**config.mk**
```make
export PLATFORM = sky130hd
export DESIGN_NAME = qsn_deshift_len3
export DESIGN_NICKNAME = d
export VERILOG_FILES = /design/src/rtl/qsn_pkg.sv /design/src/rtl/qsn_rotr_len3.sv /design/src/rtl/qsn_deshift_len3.sv
export SDC_FILE = /design/constraint.sdc
export NUM_CORES = 1
export LEC_CHECK = 0
export CAP_MARGIN = 20
export CORE_UTILIZATION = 47
export CTS_CLUSTER_SIZE = 24
export DETAILED_ROUTE_END_ITERATION = 6
export GPL_TIMING_DRIVEN = 0
export PLACE_DENSITY = 0.85
export REMOVE_ABC_BUFFERS = 1
export SLEW_MARGIN = 10
export SYNTH_ARGS = -nofsm -noshare
export SYNTH_HDL_FRONTEND = slang
export SYNTH_HIERARCHICAL = 1
export SYNTH_SLANG_ARGS = --single-unit
```
**constraint.sdc**
```tcl
create_clock -name sys_clk -period 1.3 [get_ports sys_clk]
set_input_delay 0.39 -clock sys_clk [delete_from_list [all_inputs] [get_ports sys_clk]]
set_output_delay 0.39 -clock sys_clk [all_outputs]
set_load 0.1 [all_outputs]
```
**src/rtl/qsn_pkg.sv**
```systemverilog
// Shared definitions for the QSN write-back (de-shift) path.
//   QSN_LEN       messages per beat (rotate length)
//   MSG_WIDTH     bits per message, i.e. number of bit-plane buses
//   SHIFT_W       width of the forward shift factor
//   SHIFT_ILLEGAL shift value with no meaning for a length-3 network
//   qsn_inv_amt() converts a forward shift into the rotate amount that undoes it
package qsn_pkg;

    localparam int QSN_LEN   = 3;
    localparam int MSG_WIDTH = 3;
    localparam int SHIFT_W   = 2;

    localparam logic [SHIFT_W-1:0] SHIFT_ILLEGAL = 2'd3;

    // One bit-plane: element j belongs to message j.
    typedef logic [QSN_LEN-1:0] plane_t;

    // Rotate amount for the rotator, where out[j] = in[(j + amt) mod 3].
    // Undoing a forward shift s needs amt = (3 - s) mod 3; the illegal
    // value passes the beat through unchanged.
    function automatic logic [SHIFT_W-1:0] qsn_inv_amt(input logic [SHIFT_W-1:0] s);
        case (s)
            2'd1:    return 2'd2;
            2'd2:    return 2'd1;
            default: return 2'd0;
        endcase
    endfunction

endpackage

```
**src/rtl/qsn_rotr_len3.sv**
```systemverilog
// Combinational 3-element rotate of one bit-plane.
//   amt_i    rotate amount 0..2 (3 treated as 0)
//   plane_i  input plane, element j from message j
//   plane_o  rotated plane, plane_o[j] = plane_i[(j + amt_i) mod 3]
module qsn_rotr_len3
    import qsn_pkg::*;
(
    input  logic [SHIFT_W-1:0] amt_i,
    input  plane_t             plane_i,
    output plane_t             plane_o
);

    always_comb begin
        case (amt_i)
            2'd1:    plane_o = {plane_i[0], plane_i[2], plane_i[1]};
            2'd2:    plane_o = {plane_i[1], plane_i[0], plane_i[2]};
            default: plane_o = plane_i;
        endcase
    end

endmodule

```
**src/rtl/qsn_deshift_len3.sv**
```systemverilog
// Inverse circular-shift network, Pc=3, 3-bit messages. Undoes the read-path
// rotation so processed messages return to memory in original column order.
// Two-stage elastic valid/ready pipeline with full throughput.
//   sys_clk, rst          clock; synchronous active-high reset
//   in_valid / in_ready   input handshake
//   shift_factor          forward shift s applied on the read path
//   sw_in_bit0..2         input bit-planes (element j = bit of message j)
//   out_valid / out_ready output handshake
//   sw_out_bit0..2        de-shifted bit-planes
//   shift_err             sticky flag: a beat with s = 3 was accepted
module qsn_deshift_len3
    import qsn_pkg::*;
(
    input  logic               sys_clk,
    input  logic               rst,
    input  logic               in_valid,
    output logic               in_ready,
    input  logic [SHIFT_W-1:0] shift_factor,
    input  logic [QSN_LEN-1:0] sw_in_bit0,
    input  logic [QSN_LEN-1:0] sw_in_bit1,
    input  logic [QSN_LEN-1:0] sw_in_bit2,
    output logic               out_valid,
    input  logic               out_ready,
    output logic [QSN_LEN-1:0] sw_out_bit0,
    output logic [QSN_LEN-1:0] sw_out_bit1,
    output logic [QSN_LEN-1:0] sw_out_bit2,
    output logic               shift_err
);

    plane_t [MSG_WIDTH-1:0] in_planes;
    plane_t [MSG_WIDTH-1:0] rot_planes;

    plane_t [MSG_WIDTH-1:0] s1_planes_q,  s1_planes_d;
    logic   [SHIFT_W-1:0]   s1_amt_q,     s1_amt_d;
    logic                   valid_s1_q,   valid_s1_d;
    plane_t [MSG_WIDTH-1:0] out_planes_q, out_planes_d;
    logic                   out_valid_q,  out_valid_d;
    logic                   shift_err_q,  shift_err_d;

    logic ready1, ready2;

    assign in_planes = {sw_in_bit2, sw_in_bit1, sw_in_bit0};

    // Combinational ready chain: a stage may load when it is empty or when
    // the stage after it is draining in the same cycle.
    assign ready2   = !out_valid_q || out_ready;
    assign ready1   = !valid_s1_q || ready2;
    assign in_ready = ready1;

    for (genvar g = 0; g < MSG_WIDTH; g++) begin : g_rot
        qsn_rotr_len3 u_rot (
            .amt_i   (s1_amt_q),
            .plane_i (s1_planes_q[g]),
            .plane_o (rot_planes[g])
        );
    end

    always_comb begin
        // NOTE: every next-state value defaults to hold first, so no path
        // through this block can infer a latch.
        s1_planes_d  = s1_planes_q;
        s1_amt_d     = s1_amt_q;
        valid_s1_d   = valid_s1_q;
        out_planes_d = out_planes_q;
        out_valid_d  = out_valid_q;
        shift_err_d  = shift_err_q;

        if (ready1) begin
            valid_s1_d = in_valid;
            if (in_valid) begin
                s1_planes_d = in_planes;
                s1_amt_d    = qsn_inv_amt(shift_factor);
                if (shift_factor == SHIFT_ILLEGAL) begin
                    shift_err_d = 1'b1;
                end
            end
        end

        if (ready2) begin
            out_valid_d = valid_s1_q;
            // Only real beats overwrite the output registers, so the last
            // delivered data stays on the bus while idle.
            if (valid_s1_q) begin
                out_planes_d = rot_planes;
            end
        end
    end

    // NOTE: state updates use non-blocking assignments so every register
    // samples the pre-edge values regardless of statement order.
    always_ff @(posedge sys_clk) begin
        if (rst) begin
            // NOTE: data registers are reset along with the valids so the
            // write port never sees X, even before the first beat.
            s1_planes_q  <= '0;
            s1_amt_q     <= '0;
            valid_s1_q   <= 1'b0;
            out_planes_q <= '0;
            out_valid_q  <= 1'b0;
            shift_err_q  <= 1'b0;
        end else begin
            s1_planes_q  <= s1_planes_d;
            s1_amt_q     <= s1_amt_d;
            valid_s1_q   <= valid_s1_d;
            out_planes_q <= out_planes_d;
            out_valid_q  <= out_valid_d;
            shift_err_q  <= shift_err_d;
        end
    end

    assign out_valid   = out_valid_q;
    assign sw_out_bit0 = out_planes_q[0];
    assign sw_out_bit1 = out_planes_q[1];
    assign sw_out_bit2 = out_planes_q[2];
    assign shift_err   = shift_err_q;

endmodule

```
==> Yosys cells after proc, flatten, opt, wreduce, memory -nomap -nowiden <==
Index checks and enable logic that the tools add are counted.
{ "totals": {"out_inout_bits": 12, "regBits": 23, "inputBits": 15} }
{ "classes": {"eq_ne": 5, "mux": 4, "n_reduce_logical": 7} }
{ "op_table": {"columns": ["op", "n"], "rows": [
  ["case mux 3 bit (2 select lines)", 3],
  ["equality test 2 bit (second input constant)", 3],
  ["equality test 2 x 1 -> 1 bit (second input constant)", 2],
  ["case mux 2 bit (2 select lines)", 1],
  ["AND reduction 2 bit", 2],
  ["AND reduction 3 bit", 1],
  ["logical NOT 1 bit", 2],
  ["logical OR 1 bit", 2]
]} }

==> Longest topological paths before layout <==
Gate-level depths: netlist (run 1).
{ "logic_depth": {"depth_word": 4, "depth_mapped": 6} }

==> Cells and area by module <==
Netlist (run 1), hierarchy kept.
{ "by_module_without_submodules": {"columns": ["module", "n_inst", "area_each_um2", "cells_per_inst"], "rows": [
  ["qsn_deshift_len3", 1, 973.4, 102],
  ["qsn_rotr_len3", 3, 81.3, 13]
]} }

==> Least setup slack after synthesis (run 1) <==
No wires, ideal clock.
{ "synth_path": {"path_type": "reg2reg", "start": "reg out_valid_q (netlist: out_valid)", "end": "reg shift_err_q (netlist: shift_err)", "setup_slack_ns": -1.392, "setup_ns": 0.122, "arrival_time_ns": 2.570, "stages_incl_launch_ff": 4, "required_ns": 1.178, "path_cell_list": "dfxtp_1 -> nand3b_1 -> a41oi_1 -> nor2_1"} }
{ "synth_via": {"elab_chain_cells": 4} }
{ "synth_lines": {"columns": ["item", "line", "text"], "rows": [
  ["start: declaration", "qsn_deshift_len3.sv:37", "logic out_valid_q, out_valid_d;"],
  ["start signal: assignment", "qsn_deshift_len3.sv:106", "out_valid_q <= out_valid_d;"],
  ["logical NOT 1 bit", "qsn_deshift_len3.sv:46", "assign ready2 = !out_valid_q || out_ready;"],
  ["logical OR 1 bit", "qsn_deshift_len3.sv:46", null],
  ["logical OR 1 bit", "qsn_deshift_len3.sv:47", "assign ready1 = !valid_s1_q || ready2;"],
  ["via in_ready", "qsn_deshift_len3.sv:17", "output logic in_ready,"],
  ["AND reduction 3 bit (no line)", null, null],
  ["end signal: assignment", "qsn_deshift_len3.sv:107", "shift_err_q <= shift_err_d;"],
  ["end: declaration", "qsn_deshift_len3.sv:38", "logic shift_err_q, shift_err_d;"]
]} }
The timed path passes the listed nets, and every way through them passes these cells.
A chain may end at the register's enable or synchronous reset.

==> Worst setup path after layout (run 1) <==
{ "layout_path": {"start": "reg out_valid_q (netlist: out_valid)", "end": "out in_ready"} }
{ "layout_via": {"elab_chain_cells": 3} }
{ "layout_lines": {"columns": ["item", "line"], "rows": [
  ["logical NOT 1 bit", "qsn_deshift_len3.sv:46"],
  ["logical OR 1 bit", "qsn_deshift_len3.sv:46"],
  ["logical OR 1 bit", "qsn_deshift_len3.sv:47"],
  ["end: declaration", "qsn_deshift_len3.sv:17"]
]} }
Every way passes these cells.

==> results by group, run 1 <==
Logic synthesis
  – Synthesized area: 1217 um^2
  – Most frequently used flop master after synthesis: dfxtp_1
  – Biggest area consumer among synthesized cells: dfxtp_1
  – Largest cells by area after synthesis: dfxtp_1 (38%), nand2b_1 (10%), mux2i_1 (7.4%)
  – Syn avg cell area: approximately 8.6 um^2
  – Ys async rst share: 0%
  – Synthesis warning total: 6
  – Sequential-to-total area share from yosys stat: 37.82%
  – Distinct cells, synth: 23
  – Synthesized instance count: 141
  – Commonest cells in the synthesized netlist: dfxtp_1 (23), nand2b_1 (20), a21oi_1 (11), nand3_1 (11), o21ai_1 (11)
  – Seq cells post-synth: 23
  – Synth top area share: 37.82%
  – Post-synth EDFFs: 0
  – Most common cell in the netlist: dfxtp_1

Worst setup path
  – CP top delay family: flip-flops
  – Slowest Stage Delay on Critical Path: 0.37 ns
  – Setup slack, reg-to-reg: 0.03 ns
  – Worst r2r dst: sw_out_bit0[2]
  – Levels on crit path: 2
  – Crit path capture type: output port
  – Crit path kind: flip-flop to output port
  – RR Startpoint: s1_amt_q[1]
  – Crit path to: in_ready
  – Critical path, cell by cell: nand3b_1 > buf_12
  – CP max-delay cell: dfxtp_2
  – Reg2Reg Depth: 6
  – CP Data Arrival Time: 1.04 ns
  – Crit path buffers/inverters: 1
  – Worst-path maximum fanout: 4
  – CP Launch Type: flip-flop
  – Crit path launch: out_valid
  – Worst EP required: 0.91 ns

Die
  – Num rows: 18
  – Core area: between 2000 and 2500 um^2
  – Initial Util: between 40% and 50%
  – Die Wd: roughly 53 um
  – Num ports: 27
  – Die area: 2798 um^2
  – Die height: 52.90 um

Clock tree
  – Worst-Skew Late Latency: 0.30 ns
  – CTS buffer count: 3
  – Clk sinks: 23
  – H-Tree Depth: 1
  – TritonCTS clock tree: done
  – Hold buffer count at cts: 0
  – Root Driver: clkbuf_4
  – Clock-pin slew on the worst setup and hold paths: around 0.13 ns
  – CTS max path bufs: 2

Placement
  – Port Buffers: 26
  – GPL Wtd Cong: 0.8277
  – Placed cells: 190
  – Dpl ws: -1.422 ns
  – HPWL after detailed placement: 1757 um
  – DP Area: 1463 um^2

Drt
  – DRT antenna net count: 0
  – Routed Wire Length: between 2000 and 3000 um
  – Post-route DRC: 0
  – DR vias/cell: 5.472
  – WL/cell: 13.38 um
  – DRT iter0 DRCs: 35
  – Pre-antenna DRT Iters: 4
  – Overall via count from detail_route: around 1100

Pwr
  – Leak Pwr: 0.6158 nW
  – Power density cells: 843.0 nW/um^2
  – VDD IR max: 0.5835 mV

GRT
  – GR Util met1: 23.37%
  – Initial antenna violation count: 0
  – GRT Total Usage: slightly below 20%
  – M2 GR Usage: between 30% and 40%
  – Largest net degree at the start of global routing: 35
  – Overflow after GRT: 0
  – Met3 Usage GRT: 3.161%
  – Vias in the first global route: 951
  – Most used routing layer: met2
  – First-pass GRT wire length: 4029 um

STA
  – Final setup fails: 2
  – Final Hold Viols: 0
  – Worst-margin pin slew: 0.5119 ns
  – Final hold slack: 0.3885 ns
  – Maximum clock rate: 0.6988 GHz
  – Final worst-path setup slack: -0.1310 ns
  – RSZ-0062 raised after global routing: yes
  – Fin crit period: 1.431 ns
  – Slew HR: approximately two thirds
  – Clock skew: about 0.0086 ns
  – Slew Viols, Final: 0
  – Period Utilization, post-route: 110.1%

Final layout
  – Area Growth Syn to Fin: 41.11%
  – Final instance area: 1718 um^2
  – Inserted Diodes: 0
  – Layout cells sized above 1: 25.44%
  – Final Non-Filler Cells: 199
  – Nets: 191

Flow run
  – # Max-Cap Violations: 0

Outcome
  – Failing checks: negative setup slack
  – Status: finished, violations left

Hold path
  – Worst hold-check path type: input port to flip-flop
## cell type report
| class | count | area, um^2 |
|---|---|---|
| Fill cell | 187 | 737.0 |
| Multi-Input combinational cell | 103 | 726.9 |
| Sequential cell | 23 | 483.0 |
| Timing Repair Buffer | 31 | 414.1 |
| Tap cell | 30 | 37.54 |
| Inverter | 8 | 30.03 |
| Clock buffer | 4 | 26.28 |
## repair_timing
item	4_1_cts	5_1_grt
pin swaps	1	3
endpoints found under the setup margin	35	30
resized for setup	106	31
setup buffers	4	1
hold endpoints to repair	0	0
## cells by family after synthesis
family,synth area share (%)
fa+ha+maj,6.166
buf+inv,6.782
mux,7.400
flops,37.82
compound gates,20.35
simple gates,21.48
## power breakdown
group | internal (mW) | total (mW) | switching (mW)
clock | 0.119 | 0.325 | 0.206
combinational | 0.158 | 0.348 | 0.190
sequential | 0.736 | 0.775 | 0.0385
## layout by cell type (no fill, tap or decap), types with 3 or more instances in the layout
cell type | netlist | layout
clkbuf_4 | 0 | 3
o21ai_0 | 9 | 9
nand3_1 | 11 | 11
a21oi_1 | 11 | 11
nand2_1 | 9 | 8
ha_4 | 0 | 3
dfxtp_1 | 23 | 11
clkdlybuf4s50_1 | 0 | 11
buf_4 | 1 | 4
buf_12 | 0 | 12
inv_1 | 8 | 8
nand2b_1 | 20 | 20
o21ai_1 | 11 | 11
mux2i_1 | 9 | 9
dfxtp_2 | 0 | 9
a22oi_1 | 9 | 7
dfxtp_4 | 0 | 3
## sequential cells by signal (all words and copies together), names as in the netlist
register and cells:
s1_planes_q 9, sw_out_bit0 3, sw_out_bit1 3, sw_out_bit2 3, s1_amt_q 2, out_valid 1, shift_err 1, valid_s1_q 1
## through the flow
| stage | setup TNS [ns] | utilization, % | total power, mW |
|---|---|---|---|
| 2_1_floorplan | -13.85 | - | 0.9725 |
| 3_3_place_gp | -17.24 | 59.58 | 1.066 |
| 3_5_place_dp | -18.39 | 59.58 | 1.080 |
| 4_1_cts | -0.1947 | 65.14 | 1.430 |
| 5_1_grt | -0.3244 | 69.98 | 1.509 |
| 6_report | -0.1836 | 69.98 | 1.448 |
## worst min-delay path by stage
stage | startpoint | depth (start not counted) | end
3_3_place_gp | shift_err | 2 | shift_err
4_1_cts | sw_out_bit0[0] | 2 | sw_out_bit0[0]
5_1_grt | in_valid | 3 | s1_amt_q[1]
6_report | in_valid | 3 | s1_amt_q[0]
2_1_floorplan | rst | 1 | out_valid
3_5_place_dp | sw_out_bit0[0] | 2 | sw_out_bit0[0]
## routing by layer
metal / share of wire [%] / routed length, um
met1: 41 / 1080
met2: 56 / 1487
met3: 3.2 / 84
met4: 0.34 / 9
met5: 0 / 0
## worst register-to-register path: stages, from the launching register on
cell     delay [ns]
dfxtp_4        0.43
inv_1          0.07
ha_1           0.22
a22oi_1        0.19
o21ai_1        0.08
nand3_1        0.08
a21oi_1        0.06
No activity file was read; power rests on OpenSTA's default activity.
==> inputs of run 2 (changes only) <==
- CORE_UTILIZATION: 47 -> 44
- PLACE_DENSITY: 0.85 -> 0.84
- SKIP_CTS_REPAIR_TIMING: not set -> 1
- clock period: 1.3 -> 1.2 ns (I/O delays scaled with it)
==> results by group, run 2 (synthesis gave the netlist of run 1 again) <==
Placement
  – Placed cells: between 150 and 200
  – GPL Wtd Cong: 0.7816
  – Port Buffers: 26
  – HPWL after detailed placement: between 1500 and 2000 um
  – Dpl ws: -1.493 ns
  – DP Area: 1463 um^2

STA
  – Slew HR: 59.67%
  – Period Utilization, post-route: 119.9%
  – Final Hold Viols: 0
  – Maximum clock rate: 0.6951 GHz
  – Slew Viols, Final: 0
  – Final setup fails: 22
  – Fin crit period: 1.439 ns
  – Clock skew: 0.003379 ns
  – RSZ-0062 raised after global routing: yes
  – Worst-margin pin slew: 0.6049 ns
  – Final worst-path setup slack: -0.2386 ns
  – Final hold slack: 0.3377 ns

Die
  – Die height: about 55 um
  – Core area: around 2500 um^2
  – Die Wd: 54.60 um
  – Initial Util: 47.84%
  – Num ports: 27
  – Num rows: 18
  – Die area: about 3000 um^2

Worst setup path
  – Crit path kind: flip-flop to output port
  – Levels on crit path: 2
  – Reg2Reg Depth: 5
  – CP max-delay cell: dfxtp_4
  – CP top delay family: flip-flops
  – Worst EP required: 0.84 ns
  – Crit path buffers/inverters: 1
  – Slowest Stage Delay on Critical Path: 0.39 ns
  – Critical path, cell by cell: nand3b_1 > buf_12
  – Worst-path maximum fanout: 3
  – Crit path capture type: output port
  – CP Data Arrival Time: ~1.1 ns
  – CP Launch Type: flip-flop

GRT
  – GRT Total Usage: ~18%
  – Initial antenna violation count: 0
  – Overflow after GRT: 0
  – Largest net degree at the start of global routing: 35
  – Vias in the first global route: 914
  – First-pass GRT wire length: ~3800 um

Final layout
  – Register Area: just under 500 um^2
  – Area Growth Syn to Fin: 52.31%
  – Nets: 194
  – Inserted Diodes: 0
  – # fillers: roughly 160
  – Final Non-Filler Cells: ~200
  – Top reg by flops: s1_planes_q
  – Max reg flops: 9
  – Layout cells sized above 1: 42.44%
  – Commonest non-fill, non-tap cell in the layout: nand2b_1
  – Area of the multi-input gates: 817.0 um^2
  – Final instance area: 1854 um^2
  – Most frequent cells in the layout: nand2b_1 (20), o21ai_1 (12), buf_12 (12)

Clock tree
  – CTS max path bufs: 2
  – TritonCTS clock tree: done
  – Worst-Skew Late Latency: around 0.33 ns
  – CTS buffer count: 3
  – Root Driver: clkbuf_4
  – H-Tree Depth: 1
  – Clk sinks: 23
  – Clock-pin slew on the worst setup and hold paths: 0.14 ns

Drt
  – DRT antenna net count: 0
  – DRT iter0 DRCs: 33
  – Routed Wire Length: ~3300 um
  – Pre-antenna DRT Iters: 4
  – Post-route DRC: 0
  – WL/cell: 16.49 um
  – DR vias/cell: 5.837
  – Overall via count from detail_route: 1179

Pwr
  – Power density cells: 896.3 nW/um^2
  – Total power: around 1.7 mW
  – Leak Pwr: 0.6560 nW
  – VDD IR max: 0.5887 mV

Outcome
  – Status: finished, violations left
  – Failing checks: negative setup slack

Hold path
  – Worst hold-check path type: input port to flip-flop
  – Hold path cells: 3

Flow run
  – # Max-Cap Violations: 0
run 2: worst paths after layout:
path	slack, ns	startpoint	endpoint
setup / recovery	-0.24	valid_s1_q	in_ready
hold reg to reg	0.52	sw_out_bit1[2]	sw_out_bit1[2]
hold / removal	0.34	in_valid	s1_amt_q[0]
setup reg to reg	-0.17	valid_s1_q	sw_out_bit0[0]
run 2: area by class of cell:
cell class,instances,area share [%]
flip-flops and latches,23,26.18
well taps,30,2.024
inverters,8,2.092
clock inverters,1,0.2699
clock buffers,3,1.215
repair buffers,34,24.16
multi-input cells,103,44.06
run 2: routing by layer:
metal	vias up	share of wire, %	track usage [%]
li1	557	-	-
met1	571	41	20.97
met2	43	53	29.72
met3	8	3.4	2.500
met4	0	2.7	12.82
met5	-	0	0
run 2: tightest hold or removal path, delay by kind of cell:
kind,cells,cell delay [ns]
buf+inv,1,0.16
simple gates,1,0.07
compound gates,1,0.05
run 2: per-stage QoR:
stage	utilization (%)	TNS, ns
floorplan	-	-16.99
global placement	57.47	-19.96
detailed placement	57.47	-20.70
CTS	58.55	-17.58
global route	72.86	-2.639
finish	72.86	-1.671
run 2: where the power goes:
group | internal [mW] | total (mW) | switching (mW)
combinational | 0.192 | 0.427 | 0.235
sequential | 0.798 | 0.849 | 0.0501
clock | 0.125 | 0.386 | 0.261
total | 1.12 | 1.66 | 0.546
==> inputs of run 3 (changes only) <==
- CAP_MARGIN: 20 -> 10
- CTS_CLUSTER_DIAMETER: not set -> 80
==> results of run 3 <==
The final DEF is identical to that of run 2; final timing and power are the same.
